===== src/rtl/subtractor_16bit.sv =====
// subtractor_16bit: registered 16-bit two's-complement subtractor (A - B)
// with a signed-overflow flag. The difference is formed as A + ~B + 1 on a
// ripple-carry chain of full adders; results are registered one cycle later.
module subtractor_16bit (
   input  logic        clk,
   input  logic        rst,
   input  logic [15:0] A,
   input  logic [15:0] B,
   output logic [15:0] sum,
   output logic        overflow
);

   localparam int unsigned W = 16;

   logic [W-1:0] b_inv;
   logic [W:0]   carry;
   logic [W-1:0] sum_d;
   logic         overflow_d;
   logic [W-1:0] sum_q;
   logic         overflow_q;

   // Ripple-carry chain computing A + ~B + 1; carry[i] is the carry into bit i
   always_comb begin
      b_inv      = ~B;
      carry      = '0;
      sum_d      = '0;
      carry[0]   = 1'b1;
      for (int i = 0; i < int'(W); i++) begin
         sum_d[i]     = A[i] ^ b_inv[i] ^ carry[i];
         carry[i+1]   = (A[i] & b_inv[i]) | (carry[i] & (A[i] ^ b_inv[i]));
      end
      // Signed overflow: carry into the sign bit disagrees with carry out of it
      overflow_d = carry[W-1] ^ carry[W];
   end

   // Output registers; async reset clears them without needing a clock edge
   always_ff @(posedge clk or posedge rst) begin
      if (rst) begin
         sum_q      <= '0;
         overflow_q <= 1'b0;
      end else begin
         sum_q      <= sum_d;
         overflow_q <= overflow_d;
      end
   end

   assign sum      = sum_q;
   assign overflow = overflow_q;

endmodule


===== config.mk =====
export PLATFORM = sky130hd
export DESIGN_NAME = subtractor_16bit
export DESIGN_NICKNAME = d
export VERILOG_FILES = /design/src/rtl/subtractor_16bit.sv
export SDC_FILE = /design/constraint.sdc
export NUM_CORES = 1
export LEC_CHECK = 0
export BUFFER_PORTS_ARGS = -buffer_cell sky130_fd_sc_hd__buf_2
export CELL_PAD_IN_SITES_DETAIL_PLACEMENT = 0
export CELL_PAD_IN_SITES_GLOBAL_PLACEMENT = 1
export CORE_MARGIN = 1.5
export CORE_UTILIZATION = 34
export DETAILED_ROUTE_END_ITERATION = 16
export PLACE_DENSITY = 0.83
export RECOVER_POWER = 25
export REMOVE_ABC_BUFFERS = 1
export SETUP_SLACK_MARGIN = 0.5
export SLEW_MARGIN = 20
export SYNTH_ARGS = -nofsm -noshare
export SYNTH_HDL_FRONTEND = slang
export SYNTH_SLANG_ARGS = --single-unit

===== constraint.sdc =====
create_clock -name clk -period 0.8 [get_ports clk]
set_input_delay 0.04 -clock clk [delete_from_list [all_inputs] [get_ports clk]]
set_output_delay 0.04 -clock clk [all_outputs]
set_load 0.05 [all_outputs]

==> impl_metrics.csv, run 1 <==
group,metric,value,unit
status,outcome,"complete, but fails checks",
status,failed_checks,"negative hold slack, negative setup slack",
sta,period_minus_slack,5.49,ns
setup_path,cp-start-kind,"input port",
routing,viasPerCell,3.89,
synth,syn_inst,68,
power_and_ir_drop,vdd_drop_max,1250,uV
layout,drive_above_1_share,66.4,%
floorplanning,dieArea,2890,sq um
clock_network,clock_sink_count,17,
placed_design,post-place-ws,-5.67,ns
synth,avgSynthCellArea,12.9,sq um
floorplanning,start_util,35.6,%
routing,postRouteAntennaNets,0,
power_and_ir_drop,clockPowerShare,15.2,%
clock_network,cts_buffer_depth,2,
global_route,grt.total_usage,14.4,%
setup_path,cp-end-kind,"register",
sta,period_share,686,%
placed_design,portBuffers,50,
synth,synth-seq-area-share,48.6,%
floorplanning,die_h,53.7,microns
setup_path,worstSetupPathType,"in2reg",
power_and_ir_drop,intPower,1750,uW
sta,worstMarginPinSlew,0.421,ns
run,cap_viol_max_count,0,
sta,rsz0062_at_grt,"yes",
setup_path,critPathRequiredTime,0.99,ns
sta,worst_slack,-4.69,ns
clock_network,clk_pin_slew,0.10,ns
power_and_ir_drop,p_per_area,2160,nW/um^2
placed_design,hpwl,1.26,mm
clock_network,cts_tree,"yes",
synth,yosys_warnings,0,
setup_path,critPathMaxFanout,2,
sta,maxSlewHeadroom,71.9,%
synth,synth.distinct_cells,5,
sta,whs,-0.191,ns
layout,nets,176,
sta,hold_violations,17,
routing,first_pass_iters,2,
sta,clock.fmax,0.182,GHz
sta,drv_slew,0,
synth,ys_ff_latch,17,
routing,first_iter_violations,2,
global_route,grt-ovfl-total,0,
power_and_ir_drop,p_leak,0.000745,uW
global_route,grt_antenna_before_repair,0,
routing,drc_errors,0,
floorplanning,chipWidth,53.7,microns
routing,routed_wl,1.69,mm
global_route,grt_max_degree,18,
placed_design,place_area,1180,sq um
layout,fillCellCount,223,
clock_network,htree_levels,1,
global_route,grt_pass1_vias,659,
power_and_ir_drop,p_switching,1230,uW
power_and_ir_drop,swShare,41.2,%
synth,netlist_area,875,sq um
power_and_ir_drop,pwr-share-seq,36.9,%
worst_hold_path,hold_class,"in2async",
sta,setup_viol_count_final,32,
routing,dr_total_vias,603,
routing,wl_per_cell,10.9,microns
floorplanning,io_pins,51,
layout,syn2layout_area_growth,57.9,%
global_route,grt_first_pass_wirelength,2.79,mm
floorplanning,coreArea,2450,sq um
power_and_ir_drop,power_frac_comb,48.0,%
layout,fin_area,1380,sq um
floorplanning,num_rows,18,
clock_network,cts_buffers,3,
layout,n_antenna_cell,0,
setup_path,arrival,5.67,ns
placed_design,routabilityCongestion,0.643,
clock_network,cts-root-buf,"clkbuf_4",
-- cell type report --
type	count	area, sq um	area share, %
Tap cell	30	37.5	2.72
Timing Repair Buffer	53	389	28.2
Clock buffer	3	22.5	1.63
Inverter	34	130	9.42
Sequential cell	17	425	30.8
Clock inverter	1	5.00	0.362
Multi-Input combinational cell	17	372	26.9
-- cell usage after synthesis --
cell	instances	area (sq um)
inv_1	34	128
fa_1	15	300
dfrtp_1	17	425
xor2_1	1	8.76
ha_1	1	12.5
-- state kept, by name, indices dropped and copies added, names as in the netlist --
signal and count:
overflow 1, sum 16
-- cell usage in the layout, fill, tap and decap left out --
| cell | instances |
|---|---|
| buf_2 | 31 |
| clkbuf_4 | 3 |
| inv_2 | 9 |
| buf_6 | 19 |
| inv_1 | 24 |
| clkinv_2 | 1 |
| inv_4 | 1 |
| clkbuf_2 | 1 |
| buf_4 | 2 |
| fa_2 | 15 |
| ha_4 | 1 |
| xor2_1 | 1 |
| dfrtp_1 | 17 |
-- kinds of logic (layout without fill, tap and decap cells) --
logic type / after synthesis / after routing / share of synthesized area, %
fa+ha+maj: 16 / 16 / 35.8
buf+inv: 34 / 91 / 14.6
xor+xnor: 1 / 1 / 1.00
flops: 17 / 17 / 48.6
-- worst max-delay path, stage by stage --
cell   delay (ns)
buf_6        0.07
inv_4        0.03
ha_4         0.15
inv_2        0.05
fa_2         0.18
inv_2        0.04
fa_2         0.34
fa_2         0.35
fa_2         0.35
fa_2         0.35
fa_2         0.34
fa_2         0.35
fa_2         0.36
fa_2         0.35
fa_2         0.34
fa_2         0.34
fa_2         0.36
fa_2         0.35
fa_2         0.36
fa_2         0.54
inv_2        0.03
-- routing by layer --
metal | global-route usage [%] | share of wire [%] | vias up
li1 | - | - | 285
met1 | 14.6 | 30 | 287
met2 | 27.8 | 61 | 29
met3 | 3.89 | 8.5 | 2
met4 | 5.13 | 0.77 | 0
met5 | 0 | 0 | -
-- final timing paths --
kind / to / startpoint / depth (start not counted) / slack, ns
worst max-delay path: sum[15]$_DFF_PP0_ / A[0] / 21 / -4.69
worst min-delay path: sum[12]$_DFF_PP0_ / rst / 3 / -0.19
max in group asynchronous: sum[3]$_DFF_PP0_ / rst / 3 / 0.69
min in group clk: sum[0]$_DFF_PP0_ / B[0] / 3 / 0.01
-- power by group through the flow --
stage	Sequential, uW	Combinational [uW]	Clock (uW)
after CTS	1100	1410	480
final	1100	1430	452
after floorplan	1680	218	0
after global routing	1110	1540	525
after detailed placement	1070	1160	0
after global placement	1070	1130	0
-- through the flow --
stage                     instances  total power [uW]  utilization, %  hold WS, ns  setup TNS (ns)
after floorplan                  68              1900               -      -0.0339          -44.05
after global placement          150              2200            48.0       0.0599          -46.99
after detailed placement        150              2230            48.0       0.0663          -48.33
after CTS                       155              2990            56.4       -0.263          -39.30
after global routing            155              3180            56.3       -0.158          -40.67
final                           155              2980            56.3       -0.191          -39.26
-- timing repair --
item / in CTS / in global routing
setup endpoints to repair: 33 / 33
resized for setup: 57 / 7
pin swaps: 1 / 2
hold endpoints to repair: 18 / 17
setup buffers: 1 / 0
gates cloned: 0 / 0
Power figures use the tool's default switching activity.
==> run 2: changes to the inputs <==
--- a/config.mk
+++ b/config.mk
@@ -9,9 +9,10 @@
 export CELL_PAD_IN_SITES_DETAIL_PLACEMENT = 0
 export CELL_PAD_IN_SITES_GLOBAL_PLACEMENT = 1
 export CORE_MARGIN = 1.5
-export CORE_UTILIZATION = 34
+export CORE_UTILIZATION = 35
+export CTS_BUF_LIST = sky130_fd_sc_hd__clkbuf_8
 export DETAILED_ROUTE_END_ITERATION = 16
-export PLACE_DENSITY = 0.83
+export PLACE_DENSITY = 0.85
 export RECOVER_POWER = 25
 export REMOVE_ABC_BUFFERS = 1
 export SETUP_SLACK_MARGIN = 0.5
==> run 2 against run 1 <==
  * The flow still finishes with violations (negative hold slack, negative setup slack)
  * Clock power is 33% higher
  * Core utilization rose by 4.6 points
  * Hold slack better by 0.051 ns
  * Clock-buffer cell count did not move
  * Via count decreased by 1.3%
  * Flip-flop and latch count did not move
  * Global-route usage fell by 0.18 points
  * Sequential share of layout area shrank 0.11 points
  * Highest routed layer unchanged
==> impl_metrics.csv, run 2 (synthesis results as in run 1) <==
group,metric,value,unit
status,outcome,"complete, but fails checks",
status,failed_checks,"negative hold slack, negative setup slack",
floorplanning,io_pins,51,
routing,dr_total_vias,595,
global_route,use_met1,12.5,%
global_route,grt.total_usage,14.3,%
clock_network,cts_buffer_depth,2,
setup_path,cp-end-kind,"register",
worst_hold_path,hold_class,"in2async",
sta,setup_viol_count_final,28,
routing,first_iter_violations,2,
routing,drc_errors,0,
clock_network,clock_sink_count,17,
placed_design,routabilityCongestion,0.660,
setup_path,cp-start-kind,"input port",
global_route,met3_usage,5.93,%
global_route,grt_util_met2,27.5,%
routing,first_pass_iters,2,
layout,instances_no_fill,152,
floorplanning,dieArea,2810,sq um
placed_design,portBuffers,50,
sta,maxSlewHeadroom,72.9,%
sta,period_minus_slack,5.50,ns
power_and_ir_drop,swShare,39.0,%
layout,final_cell_mix,"31 x buf_2, 23 x inv_1, 19 x buf_6, 17 x dfrtp_1, 14 x fa_2",
routing,wl_per_cell,10.3,microns
layout,fillCellCount,199,
global_route,grt_first_pass_wirelength,2.72,mm
clock_network,htree_levels,1,
power_and_ir_drop,intPower,1910,uW
sta,rsz0062_at_grt,"yes",
setup_path,critPathRequiredTime,0.93,ns
run,cap_viol_max_count,0,
layout,drive_above_1_share,66.1,%
sta,hold_violations,17,
sta,finalSetupTns,-38.91,ns
global_route,grt-ovfl-total,0,
floorplanning,die_h,53.0,microns
power_and_ir_drop,p_switching,1220,uW
clock_network,clk_pin_slew,0.06,ns
floorplanning,num_rows,17,
layout,syn2layout_area_growth,58.5,%
routing,routed_wl,1.57,mm
clock_network,postCtsSetupBuffers,0,
routing,postRouteAntennaNets,0,
placed_design,post-place-ws,-5.66,ns
floorplanning,chipWidth,53.0,microns
power_and_ir_drop,power_frac_comb,45.6,%
placed_design,hpwl,1.29,mm
sta,worstMarginPinSlew,0.407,ns
setup_path,arrival,5.64,ns
global_route,grt_max_degree,18,
layout,n_antenna_cell,0,
layout,largest_reg_flops,16,
layout,nets,175,
clock_network,cts_tree,"yes",
power_and_ir_drop,vdd_drop_max,1250,uV
global_route,grt_antenna_before_repair,0,
setup_path,worstSetupPathType,"in2reg",
floorplanning,coreArea,2280,sq um
sta,clock.fmax,0.182,GHz
floorplanning,start_util,38.4,%
sta,drv_slew,0,
setup_path,critPathMaxFanout,2,
clock_network,cts-root-buf,"clkbuf_8",
power_and_ir_drop,clockPowerShare,19.2,%
layout,fin_area,1390,sq um
sta,worst_slack,-4.70,ns
placed_design,place_inst,148,
power_and_ir_drop,pwr-share-seq,35.2,%
placed_design,place_area,1170,sq um
setup_path,startpoint,"A[0]",
layout,final_common_cell,"buf_2",
sta,period_share,688,%
sta,whs,-0.140,ns
global_route,busiest_layer,"met2",
power_and_ir_drop,p_per_area,2260,nW/um^2
clock_network,cts_buffers,3,
routing,viasPerCell,3.91,
global_route,grt_pass1_vias,680,
power_and_ir_drop,p_leak,0.000748,uW
## run 2: cell types whose count changed in the layout (fill, tap and decap cells not counted)
cell	delta
fa_1	+1
inv_1	-1
buf_4	-1
inv_2	+2
clkbuf_8	+3
clkbuf_4	-3
clkinv_2	-1
fa_2	-1
## run 2: worst paths after layout
kind,endpoint,slack [ns],cells after the start
setup / recovery,overflow$_DFF_PP0_,-4.70,21
hold / removal,sum[13]$_DFF_PP0_,-0.14,3
max in group asynchronous,sum[1]$_DFF_PP0_,0.65,3
min in group clk,sum[0]$_DFF_PP0_,0.04,3
## run 2: layer usage
metal | part of all wire, % | vias up | routed length [microns]
li1 | - | 282 | -
met1 | 29 | 281 | 451
met2 | 61 | 30 | 949
met3 | 9.5 | 2 | 149
met4 | 1.1 | 0 | 17
met5 | 0 | - | 0
## run 2: area by class of cell
| type | instances | area, sq um | share of cell area (%) |
|---|---|---|---|
| Sequential cell | 17 | 425 | 30.7 |
| Inverter | 34 | 130 | 9.39 |
| Timing Repair Buffer | 52 | 382 | 27.5 |
| Tap cell | 28 | 35.0 | 2.53 |
| Multi-Input combinational cell | 17 | 369 | 26.6 |
| Clock buffer | 3 | 41.3 | 2.98 |
| Clock inverter | 1 | 3.75 | 0.271 |
## run 2: worst max-delay path, cell delays in order
cell and delay [ns]:
buf_6 0.07, inv_4 0.03, ha_4 0.14, inv_2 0.05
fa_2 0.19, inv_2 0.04, fa_2 0.33, fa_2 0.35
fa_2 0.35, fa_2 0.35, fa_2 0.35, fa_2 0.35
fa_2 0.35, fa_2 0.35, fa_2 0.35, fa_2 0.36
fa_2 0.35, fa_2 0.34, fa_2 0.36, fa_1 0.38
xor2_1 0.16
## run 2: power by group through the flow
stage / Combinational, uW / Sequential [uW] / Clock [uW]
after global placement: 1130 / 1070 / 0
after floorplan: 218 / 1680 / 0
final: 1430 / 1100 / 599
after CTS: 1410 / 1100 / 635
after global routing: 1530 / 1110 / 681
after detailed placement: 1160 / 1070 / 0
## run 2: stage by stage
| step | power (uW) | util (%) |
|---|---|---|
| floorplan | 1900 | - |
| global placement | 2200 | 51.6 |
| detailed placement | 2240 | 51.6 |
| CTS | 3150 | 61.0 |
| global route | 3330 | 60.9 |
| finish | 3130 | 60.9 |
## run 2: what timing repair did
action	CTS	global route
resized for setup	56	9
setup endpoints to repair	33	33
endpoints found under the hold margin	17	17
